[config.mk]
export PLATFORM = sky130hd
export DESIGN_NAME = dn_port_arbiter
export DESIGN_NICKNAME = d
export VERILOG_FILES = /design/src/rtl/dn_port_arbiter.sv
export SDC_FILE = /design/constraint.sdc
export NUM_CORES = 1
export LEC_CHECK = 0
export CAP_MARGIN = 20
export CORE_ASPECT_RATIO = 1.1
export CORE_MARGIN = 1.5
export CORE_UTILIZATION = 40
export CTS_BUF_LIST = sky130_fd_sc_hd__clkbuf_8
export DETAILED_ROUTE_END_ITERATION = 6
export GPL_TIMING_DRIVEN = 0
export PLACE_DENSITY_LB_ADDON = 0.1
export SETUP_SLACK_MARGIN = 0.1
export SYNTH_ARGS = -nofsm -noshare
export SYNTH_HDL_FRONTEND = slang
export SYNTH_SLANG_ARGS = --single-unit
export TNS_END_PERCENT = 5
[constraint.sdc]
create_clock -name clk_sys -period 1.8 [get_ports clk_sys]
set_clock_uncertainty 0.2 [all_clocks]
set_input_delay 0.18 -clock clk_sys [delete_from_list [all_inputs] [get_ports clk_sys]]
set_output_delay 0.18 -clock clk_sys [all_outputs]
set_load 0.01 [all_outputs]
[src/rtl/dn_port_arbiter.sv]
// Shared memory port arbiter: ROM download writes pass through when idle; the hiscore
// engine gets the port only after the CPU has been paused and the settle delay has elapsed.
module dn_port_arbiter #(
    parameter int PAUSEPAD = 2,
    parameter int WAIT_MAX = 4095
) (
    input  logic        clk_sys,
    input  logic        reset,
    input  logic        rom_busy,
    input  logic        rom_wr,
    input  logic [15:0] rom_addr,
    input  logic [7:0]  rom_data,
    input  logic        nv_req,
    input  logic        nv_stb,
    input  logic        nv_we,
    input  logic [9:0]  nv_addr,
    input  logic [7:0]  nv_din,
    output logic        nv_gnt,
    output logic        nv_ack,
    output logic [7:0]  nv_dout,
    output logic        nv_err,
    output logic        pause_req,
    input  logic        paused,
    output logic [15:0] mem_addr,
    output logic [7:0]  mem_din,
    output logic        mem_we,
    output logic        mem_nv_we,
    output logic        mem_nv_sel,
    input  logic [7:0]  mem_dout
);

    // state        | meaning
    // S_IDLE       | ROM writes pass through; waiting for nv_req with no ROM download
    // S_PAUSE_WAIT | pause_req raised, waiting for paused (down-counter timeout)
    // S_PAD        | CPU halted, counting settle cycles
    // S_GRANT      | hiscore engine owns the port
    // S_RELEASE    | ownership and pause dropped, back to idle next cycle
    typedef enum logic [2:0] {
        S_IDLE,
        S_PAUSE_WAIT,
        S_PAD,
        S_GRANT,
        S_RELEASE
    } state_t;

    localparam int PAD_W  = (PAUSEPAD > 1) ? $clog2(PAUSEPAD) : 1;
    localparam int WAIT_W = (WAIT_MAX > 1) ? $clog2(WAIT_MAX) : 1;

    state_t            state;
    logic [WAIT_W-1:0] wait_cnt;
    logic [PAD_W-1:0]  pad_cnt;
    logic              acc_busy;
    logic              acc_stage;
    logic              acc_we;
    logic              accept;

    assign accept = nv_gnt && nv_stb && !acc_busy;

    always_ff @(posedge clk_sys) begin
        if (reset) begin
            state      <= S_IDLE;
            wait_cnt   <= '0;
            pad_cnt    <= '0;
            acc_busy   <= 1'b0;
            acc_stage  <= 1'b0;
            acc_we     <= 1'b0;
            nv_gnt     <= 1'b0;
            nv_ack     <= 1'b0;
            nv_dout    <= 8'h00;
            nv_err     <= 1'b0;
            pause_req  <= 1'b0;
            mem_addr   <= 16'h0000;
            mem_din    <= 8'h00;
            mem_we     <= 1'b0;
            mem_nv_we  <= 1'b0;
            mem_nv_sel <= 1'b0;
        end else begin
            mem_we    <= 1'b0;
            mem_nv_we <= 1'b0;
            nv_ack    <= 1'b0;
            nv_err    <= 1'b0;

            // Access pipeline: address out, memory responds, then ack with captured data.
            if (accept) begin
                mem_addr  <= {6'b0, nv_addr};
                mem_din   <= nv_din;
                mem_nv_we <= nv_we;
                acc_we    <= nv_we;
                acc_busy  <= 1'b1;
                acc_stage <= 1'b0;
            end else if (acc_busy) begin
                if (!acc_stage) begin
                    acc_stage <= 1'b1;
                end else begin
                    acc_busy  <= 1'b0;
                    acc_stage <= 1'b0;
                    nv_ack    <= 1'b1;
                    if (!acc_we) nv_dout <= mem_dout;
                end
            end

            case (state)
                S_IDLE: begin
                    if (rom_wr) begin
                        mem_addr   <= rom_addr;
                        mem_din    <= rom_data;
                        mem_we     <= 1'b1;
                        mem_nv_sel <= 1'b0;
                    end
                    if (nv_req && !rom_busy) begin
                        state     <= S_PAUSE_WAIT;
                        pause_req <= 1'b1;
                        wait_cnt  <= WAIT_W'(WAIT_MAX - 1);
                    end
                end
                S_PAUSE_WAIT: begin
                    if (!nv_req) begin
                        state     <= S_RELEASE;
                        pause_req <= 1'b0;
                    end else if (paused) begin
                        if (PAUSEPAD == 0) begin
                            state      <= S_GRANT;
                            nv_gnt     <= 1'b1;
                            mem_nv_sel <= 1'b1;
                        end else begin
                            state   <= S_PAD;
                            pad_cnt <= PAD_W'(PAUSEPAD - 1);
                        end
                    end else if (wait_cnt == '0) begin
                        state     <= S_IDLE;
                        pause_req <= 1'b0;
                        nv_err    <= 1'b1;
                    end else begin
                        wait_cnt <= wait_cnt - 1'b1;
                    end
                end
                S_PAD: begin
                    if (!nv_req) begin
                        state     <= S_RELEASE;
                        pause_req <= 1'b0;
                    end else if (pad_cnt == '0) begin
                        state      <= S_GRANT;
                        nv_gnt     <= 1'b1;
                        mem_nv_sel <= 1'b1;
                    end else begin
                        pad_cnt <= pad_cnt - 1'b1;
                    end
                end
                S_GRANT: begin
                    // Hold ownership until any in-flight access has been acknowledged.
                    if (!nv_req && !acc_busy && !accept) begin
                        state      <= S_RELEASE;
                        pause_req  <= 1'b0;
                        nv_gnt     <= 1'b0;
                        mem_nv_sel <= 1'b0;
                    end
                end
                S_RELEASE: begin
                    state <= S_IDLE;
                end
                default: begin
                    state <= S_IDLE;
                end
            endcase
        end
    end

endmodule

# Word-level counts from Yosys, hierarchy flattened
# Cells that the tools add are included.
[classes]
add_sub_neg = 2
eq_ne = 17
n_reduce_logical = 28
n_bitwise = 6
muxes = 42
[op_table]
columns = ["op", "count"]
rows = [
  ["$mux 12", 4],
  ["$mux 16", 3],
  ["$mux 8", 3],
  ["$pmux 12 s2", 1],
  ["$mux 3", 7],
  ["$ne 2x2->1 const B", 10],
  ["$mux 1", 19],
  ["$reduce_and 4->1", 4],
  ["$logic_not 12->1", 1],
  ["$pmux 3 s4", 1],
  ["$sub 12x1->12 const B", 1],
  ["$reduce_and 5->1", 2],
  ["$ne 3x3->1 const B", 3],
  ["$eq 3x2->1 const B", 2],
  ["$not 1->1", 6],
  ["$reduce_and 6->1", 1],
  ["$reduce_bool 2->1", 3],
  ["$reduce_or 2->1", 3],
  ["$logic_and 1x1->1", 5],
  ["$logic_not 1->1", 4],
  ["$ne 4x4->1 const B", 1],
  ["$pmux 1 s2", 2],
  ["$pmux 1 s4", 1],
  ["$reduce_bool 4->1", 1],
  ["other kinds (7)", 7],
]
[totals]
inputBits = 58
reg_bits = 58
out_inout_bits = 39

# Longest topological paths before layout
# Gate-level depths: netlist of run 1.
[depth]
depth_word = 6
ltp_mapped = 8
mapped_depth_nobuf = 7

# Worst setup path after synthesis of run 1
# OpenSTA, ideal clock, no wires.
[synth_path]
kind = "register -> register"
startpoint = "register wait_cnt[0]"
endpoint = "register wait_cnt[10]"
arrival_ps = 1690
required_time_ps = 1478
setup_time_ps = 122
setup_slack_ps = -212
period_less_slack_ps = 2012
path_stages_with_launch = 8
path_cell_list = "dfxtp_1 -> inv_1 -> ha_1 -> or3b_4 -> or3b_4 -> nor3_2 -> and3_2 -> a211oi_2"
[synth_via]
elab_chain_cells = 5
elab_cells_between_ends = 8
cone_classes = "add/sub (1); eq/ne (1); mux (4); reduce/logical (2)"
[synth_lines]
columns = ["item", "line", "source"]
rows = [
  ["start: declaration", "50", "logic [WAIT_W-1:0] wait_cnt;"],
  ["start signal: assignment", "113", "wait_cnt <= WAIT_W'(WAIT_MAX - 1);"],
  ["start signal: assignment", "134", "wait_cnt <= wait_cnt - 1'b1;"],
  ["$sub 12x1->12", "134", ""],
  ["$mux 12", "129", "end else if (wait_cnt == '0) begin"],
  ["$mux 12", "120", "end else if (paused) begin"],
  ["$mux 12", "117", "if (!nv_req) begin"],
  ["$pmux 12 s2", "102", "case (state)"],
]
# Several ways; a longest one is shown, not always the timed one. The select of a mux whose other input is x is not followed.
# A chain may end at the register's enable or synchronous reset.

# Worst setup path after layout of run 1
[layout_path]
startpoint = "register wait_cnt[1]"
endpoint = "register wait_cnt[10]"
# The elaborated chain is that of the path after synthesis.

==> results of run 1 <==
[sequential cells by signal, summed over array words and instances (netlist names)]
signal	flops
acc_busy	1
acc_stage	1
acc_we	1
mem_addr	16
mem_din	8
mem_nv_sel	1
mem_nv_we	1
mem_we	1
nv_ack	1
nv_dout	8
nv_err	1
nv_gnt	1
pad_cnt	1
pause_req	1
state	3
wait_cnt	12
[cells in the final DEF, fill, tap and decap left out, types with 3 or more instances in the layout]
master	count
nand3_1	7
clkbuf_4	3
buf_4	8
nand2b_1	5
nand3b_1	3
nor2_4	3
nor2_1	31
buf_6	4
nor2b_1	3
a22o_1	6
clkinvlp_4	3
dfxtp_1	55
clkbuf_8	11
nand2_1	26
a21oi_1	9
dfxtp_2	3
clkdlybuf4s50_1	94
nor3_1	8
a211oi_1	6
o21ai_0	22
mux2i_1	27
inv_1	5
a311oi_1	3
[worst paths after layout]
path	start	to	slack [ns]
worst min register to register	mem_addr[15]	mem_addr[15]	0.28
worst max register to register	wait_cnt[1]	wait_cnt[10]	-0.22
worst min-delay path	rom_addr[4]	mem_addr[4]	0.19
worst max-delay path	wait_cnt[1]	wait_cnt[10]	-0.22
[stage by stage]
stage	cells	hold WS, ns	utilization	setup WS [ns]	total power (uW)
floorplan	284	0.0886	-	-0.198	2480
global placement	459	0.239	0.588	-0.405	3010
detailed placement	459	0.244	0.588	-0.404	3030
CTS	479	-0.0976	0.637	-0.209	4380
global route	480	0.196	0.652	-0.273	4740
finish	480	0.193	0.652	-0.216	4470
[metal layers]
layer  wire, microns  vias up
li1                -     1232
met1            2880     1150
met2            3260       85
met3             496       19
met4             221        0
met5               0        -
[logic make-up after synthesis]
| family | after synthesis | synth area share |
|---|---|---|
| buffers and inverters | 24 | 0.0467 |
| muxes | 29 | 0.114 |
| DFF | 58 | 0.452 |
| adders and majority gates | 2 | 0.00974 |
| AOI/OAI and AO/OA | 58 | 0.151 |
| and+or+nand+nor | 112 | 0.223 |
| xor gates and xnor gates | 1 | 0.00341 |
[report_power, final]
part	switching [uW]	internal, uW	leakage, uW
logic	763	828	0.00112
registers	167	1490	0.000476
clock network	550	675	0.0000945
total	1480	2990	0.00169
[worst reg2reg max path, delay by kind of cell (launching register included)]
family                     cells  cell delay [ns]
AOI/OAI and AO/OA              1             0.03
DFF                            1             0.33
adders and majority gates      1             0.13
and+or+nand+nor                4             1.13
buffers and inverters          1             0.08
[Yosys cell counts, drive strengths merged, types with 2 or more instances]
cell	count	area (sq um)
mux2i	27	270
nand2b	5	31.3
and4	3	27.5
clkbuf	5	18.8
and3	4	26.3
a22o	6	52.6
nor2b	4	25.0
o21ai	23	115
nand2	28	105
a21oi	9	45.0
a311oi	3	26.3
nor3b	2	15.0
a211oi	7	57.6
or3b	2	22.5
ha	2	25.0
nand3b	3	22.5
nand3	7	35.0
dfxtp	58	1160
inv	7	26.3
mux2	2	22.5
a2111oi	2	23.8
or2	2	12.5
and3b	2	17.5
buf	12	75.1
nor3	11	65.1
nor2	35	134
[cell type report]
type | count | share of cell area
Tap cell | 80 | 0.0248
Buffer | 17 | 0.0332
Timing Repair Buffer | 100 | 0.246
Multi-Input combinational cell | 202 | 0.350
Inverter | 7 | 0.00651
Clock inverter | 6 | 0.0164
Sequential cell | 58 | 0.289
Clock buffer | 10 | 0.0341
[what timing repair did]
| item | in CTS | in global routing |
|---|---|---|
| pin swaps | 9 | 4 |
| setup buffers | 4 | 0 |
| gates resized for setup | 20 | 24 |
| endpoints found under the hold margin | 2 | 2 |
| setup endpoints to repair | 40 | 51 |
==> impl_metrics.ini, run 1 <==
[timing]
timing.final.crit_share = 1.12
rsz0062_at_grt = yes
hold_violations = 0
worstMarginPinSlew_ns = 0.624
max_slew_margin = 0.584
setup_viol = 15
slew_viol_final = 0
post-route-worst-setup-slack_ns = -0.216
layout_min_cycle_time_ns = 2.02
tns_ns = -1.34
fmax_mhz = 496

[routing]
wire_per_inst_microns = 14.3
totalWireLength_microns = 6860
final_antenna_net_count = 0
drc = 0
drt-initial-drc-count = 126
vias = 2486
firstDrtPassIters = 4
vias_per_cell = 5.18

[run_status]
status = complete, but fails checks
violations = setup timing

[clock_network]
h-tree-depth = 3
cts_root_buffer = clkbuf_8
cts_made_buffers = 9
tritoncts = done
cts_sinks = 58
clk_pin_slew_ns = 0.07
clock_latency_ns = 0.34
clockBufferDepth = 2

[floorplan]
placementRows = 30
pin_count = 97
dieArea_sq_um = 6920
die_w_microns = 79.4
core_sq_um = 6190
start_util = 0.415
die_h_microns = 87.1

[global_routing]
use_met2 = 0.321
grtUsageMet3 = 0.0743
grt_max_degree = 12
grt_overflow = 0
grt_pass1_vias = 2329
top_usage_layer = met2
grt_util_all_layers = 0.204
grtUsageMet1 = 0.247
grt_pass1_wl_microns = 10900
antenna_found_initial = 0

[setup_path]
path_delay_family = simple AND/OR/NAND/NOR gates
critPathMaxFanout = 3
critical_path_class = register to register
crit_path_frequent_cell = or3b_4
r2r_cells = 7
cpPeakStageDelay_ns = 0.41
critPathSlowestCell = or3b_4
cp.required_ns = 1.82
start_kind = register
worst-path-buf-inv = 1
cp_cell_sequence = inv_2 > ha_4 > or3b_4 > or3b_4 > nor3_4 > and3_4 > a211oi_2
crit_cells = 7
cp-end-kind = register
arrival_ns = 2.04

[synth]
synth.distinct_cells = 48
synth_area_per_cell_sq_um = 9.05
syn_area_sq_um = 2570
synth_nets = 344
synth_ff_type = dfxtp_1
ys_ff_latch = 58
synthCells = 284
ys_seq_area_frac = 0.452
ys_warn_count = 0
synth_edf_count = 0
async_flop_share = 0

[pwr]
irDropWorstVdd_mv = 0.865
static-leakage-power_uw = 0.00169
p_per_area_nw_per_um2 = 1110

[worst_hold_path]
min_path_cells = 3
hold_class = input port to register

[cells_and_area]
multi_input_area_sq_um = 1420
nets = 455
n_fill_cell = 538
design_area_sq_um = 4040
area_growth_syn_to_layout_pct = 57.1
seq_area_sq_um = 1160
drive_gt1_frac = 0.178
antenna_cells = 0

[flow_run]
drv_cap = 0

[placed_design]
globalplace.congestion = 0.817
post-dp-hpwl_microns = 4800
place_area_sq_um = 3640
io_buffers = 95
(Power assumes the default switching activity.)
==> run 2: changes to the inputs <==
Settings changed: GPL_TIMING_DRIVEN 0 to default.
==> run 2 against run 1 <==
The run still ends with setup timing left. Combinational power up 16%. Wire length up 0.34%. Clock power about the same. Power up 4.5%. Critical path depth unchanged. Critical endpoint unchanged.
==> impl_metrics.ini, run 2 (same netlist as run 1, synthesis figures left out) <==
[floorplan]
die_w_microns = 79.4
placementRows = 30
core_sq_um = 6190
dieArea_sq_um = 6920
pin_count = 97
start_util = 0.415
die_h_microns = 87.1

[routing]
routed.top_layer = met4
wirelength_met1_microns = 2860
vias_per_cell = 5.04
drt-initial-drc-count = 97
totalWireLength_microns = 6880
final_antenna_net_count = 0
dr_wl_met3_microns = 436
wl_met2_microns = 3400
vias = 2555
drc = 0
firstDrtPassIters = 4
wire_per_inst_microns = 13.6

[setup_path]
critPathSlowestCell = or3b_4
start_kind = register
cp_cell_sequence = inv_2 > ha_4 > or3b_4 > or3b_4 > nor3_4 > o21ai_1 > a211oi_2
cp-end-kind = register
critPathMaxFanout = 3
cpPeakStageDelay_ns = 0.41
arrival_ns = 2.07
crit_start = wait_cnt[1]
worst-path-buf-inv = 1
critical_path_class = register to register
path_delay_family = simple AND/OR/NAND/NOR gates
crit_path_frequent_cell = or3b_4
cp.required_ns = 1.87
r2r_start = wait_cnt[1]

[clock_network]
tritoncts = done
cts_root_buffer = clkbuf_8
ctsHoldBuffers = 0
clk_pin_slew_ns = 0.07
clockBufferDepth = 2
cts_sinks = 58
cts_made_buffers = 9
h-tree-depth = 3
cts_setup_buffers = 0
clock_latency_ns = 0.34

[cells_and_area]
final_common_cell = clkdlybuf4s50_1
area_growth_syn_to_layout_pct = 65.8
design_area_sq_um = 4260
final_core_util = 0.688
antenna_cells = 0
regMostFlops = mem_addr
nets = 482
top_regs = mem_addr x16, wait_cnt x12
final_cell_mix = clkdlybuf4s50_1 (96), dfxtp_1 (53), buf_4 (44)
largest_reg_flops = 16
n_fill_cell = 531
drive_gt1_frac = 0.244

[timing]
max_slew_margin = 0.792
timing.final.crit_share = 1.11
hold_ws_ns = 0.186
setup_viol = 6
post-route-worst-setup-slack_ns = -0.201
tns_ns = -0.436
rsz0062_at_grt = yes
slew_viol_final = 0
hold_violations = 0
layout_min_cycle_time_ns = 2.00
fmax_mhz = 500
worstMarginPinSlew_ns = 0.310

[worst_hold_path]
worstHoldStart = rom_addr[9]
hold_class = input port to register

[pwr]
p_per_area_nw_per_um2 = 1100
static-leakage-power_uw = 0.00185
irDropWorstVdd_mv = 0.693

[global_routing]
grt_pass1_wl_microns = 11400
grt_max_degree = 34
grt_pass1_vias = 2562
grt_util_all_layers = 0.212
grt_overflow = 0
antenna_found_initial = 0

[flow_run]
drv_cap = 0

[placed_design]
place_area_sq_um = 3940
globalplace.congestion = 0.807
io_buffers = 96
preCtsSetupSlack_ns = -0.236
post-dp-hpwl_microns = 4970

[run_status]
status = complete, but fails checks
violations = setup timing
## run 2: cell count changes in the layout (fill, tap and decap cells not counted), sizes merged, moves of 2 or more
cell and delta:
clkinv +2, clkdlybuf4s50 +2, clkinvlp -3, clkbuf -7, buf +34
## run 2: layer usage
metal / track usage / vias to the layer above
li1: - / 1286
met1: 0.249 / 1174
met2: 0.350 / 79
met3: 0.0555 / 16
met4: 0.121 / 0
met5: 0 / -
## run 2: final timing paths
| kind | end | slack [ns] | cells past startpoint |
|---|---|---|---|
| worst max-delay path | wait_cnt[10] | -0.20 | 7 |
| worst min-delay path | mem_addr[9] | 0.19 | 3 |
| worst max register to register | wait_cnt[10] | -0.20 | 7 |
| worst min register to register | mem_addr[14] | 0.28 | 1 |
## run 2: area by class of cell
cell class	count	area [sq um]	share of cell area
Clock buffer	10	138	0.0323
Clock inverter	6	57.6	0.0135
Timing Repair Buffer	144	1350	0.318
Tap cell	80	100	0.0235
Inverter	7	26.3	0.00617
Multi-Input combinational cell	202	1420	0.332
Sequential cell	58	1170	0.275
## run 2: worst register-to-register path: cells and delay by family (launching register included)
family,cells,cell delay (ns)
buffers and inverters,1,0.08
DFF,1,0.32
adders and majority gates,1,0.13
and+or+nand+nor,3,0.92
AOI/OAI and AO/OA,2,0.28
## run 2: power breakdown
group	switching [uW]	leakage, uW	internal (uW)
clock network	533	0.000107	667
registers	140	0.000477	1490
logic	828	0.00127	1020
## run 2: repair_timing
action / in CTS / in global routing
endpoints found under the setup margin: 14 / 18
pin swaps: 7 / 5
resized for setup: 7 / 24
## run 2: metrics by stage
stage | cells | total power [uW]
after floorplan | 284 | 2480
after global placement | 491 | 3300
after detailed placement | 491 | 3330
after CTS | 507 | 4580
after global routing | 507 | 4980
final | 507 | 4670
==> run 3: changes to the inputs <==
Settings changed: SLEW_MARGIN from default to 30.
==> results of run 3 <==
The final DEF is identical to that of run 2; final timing and power are the same.
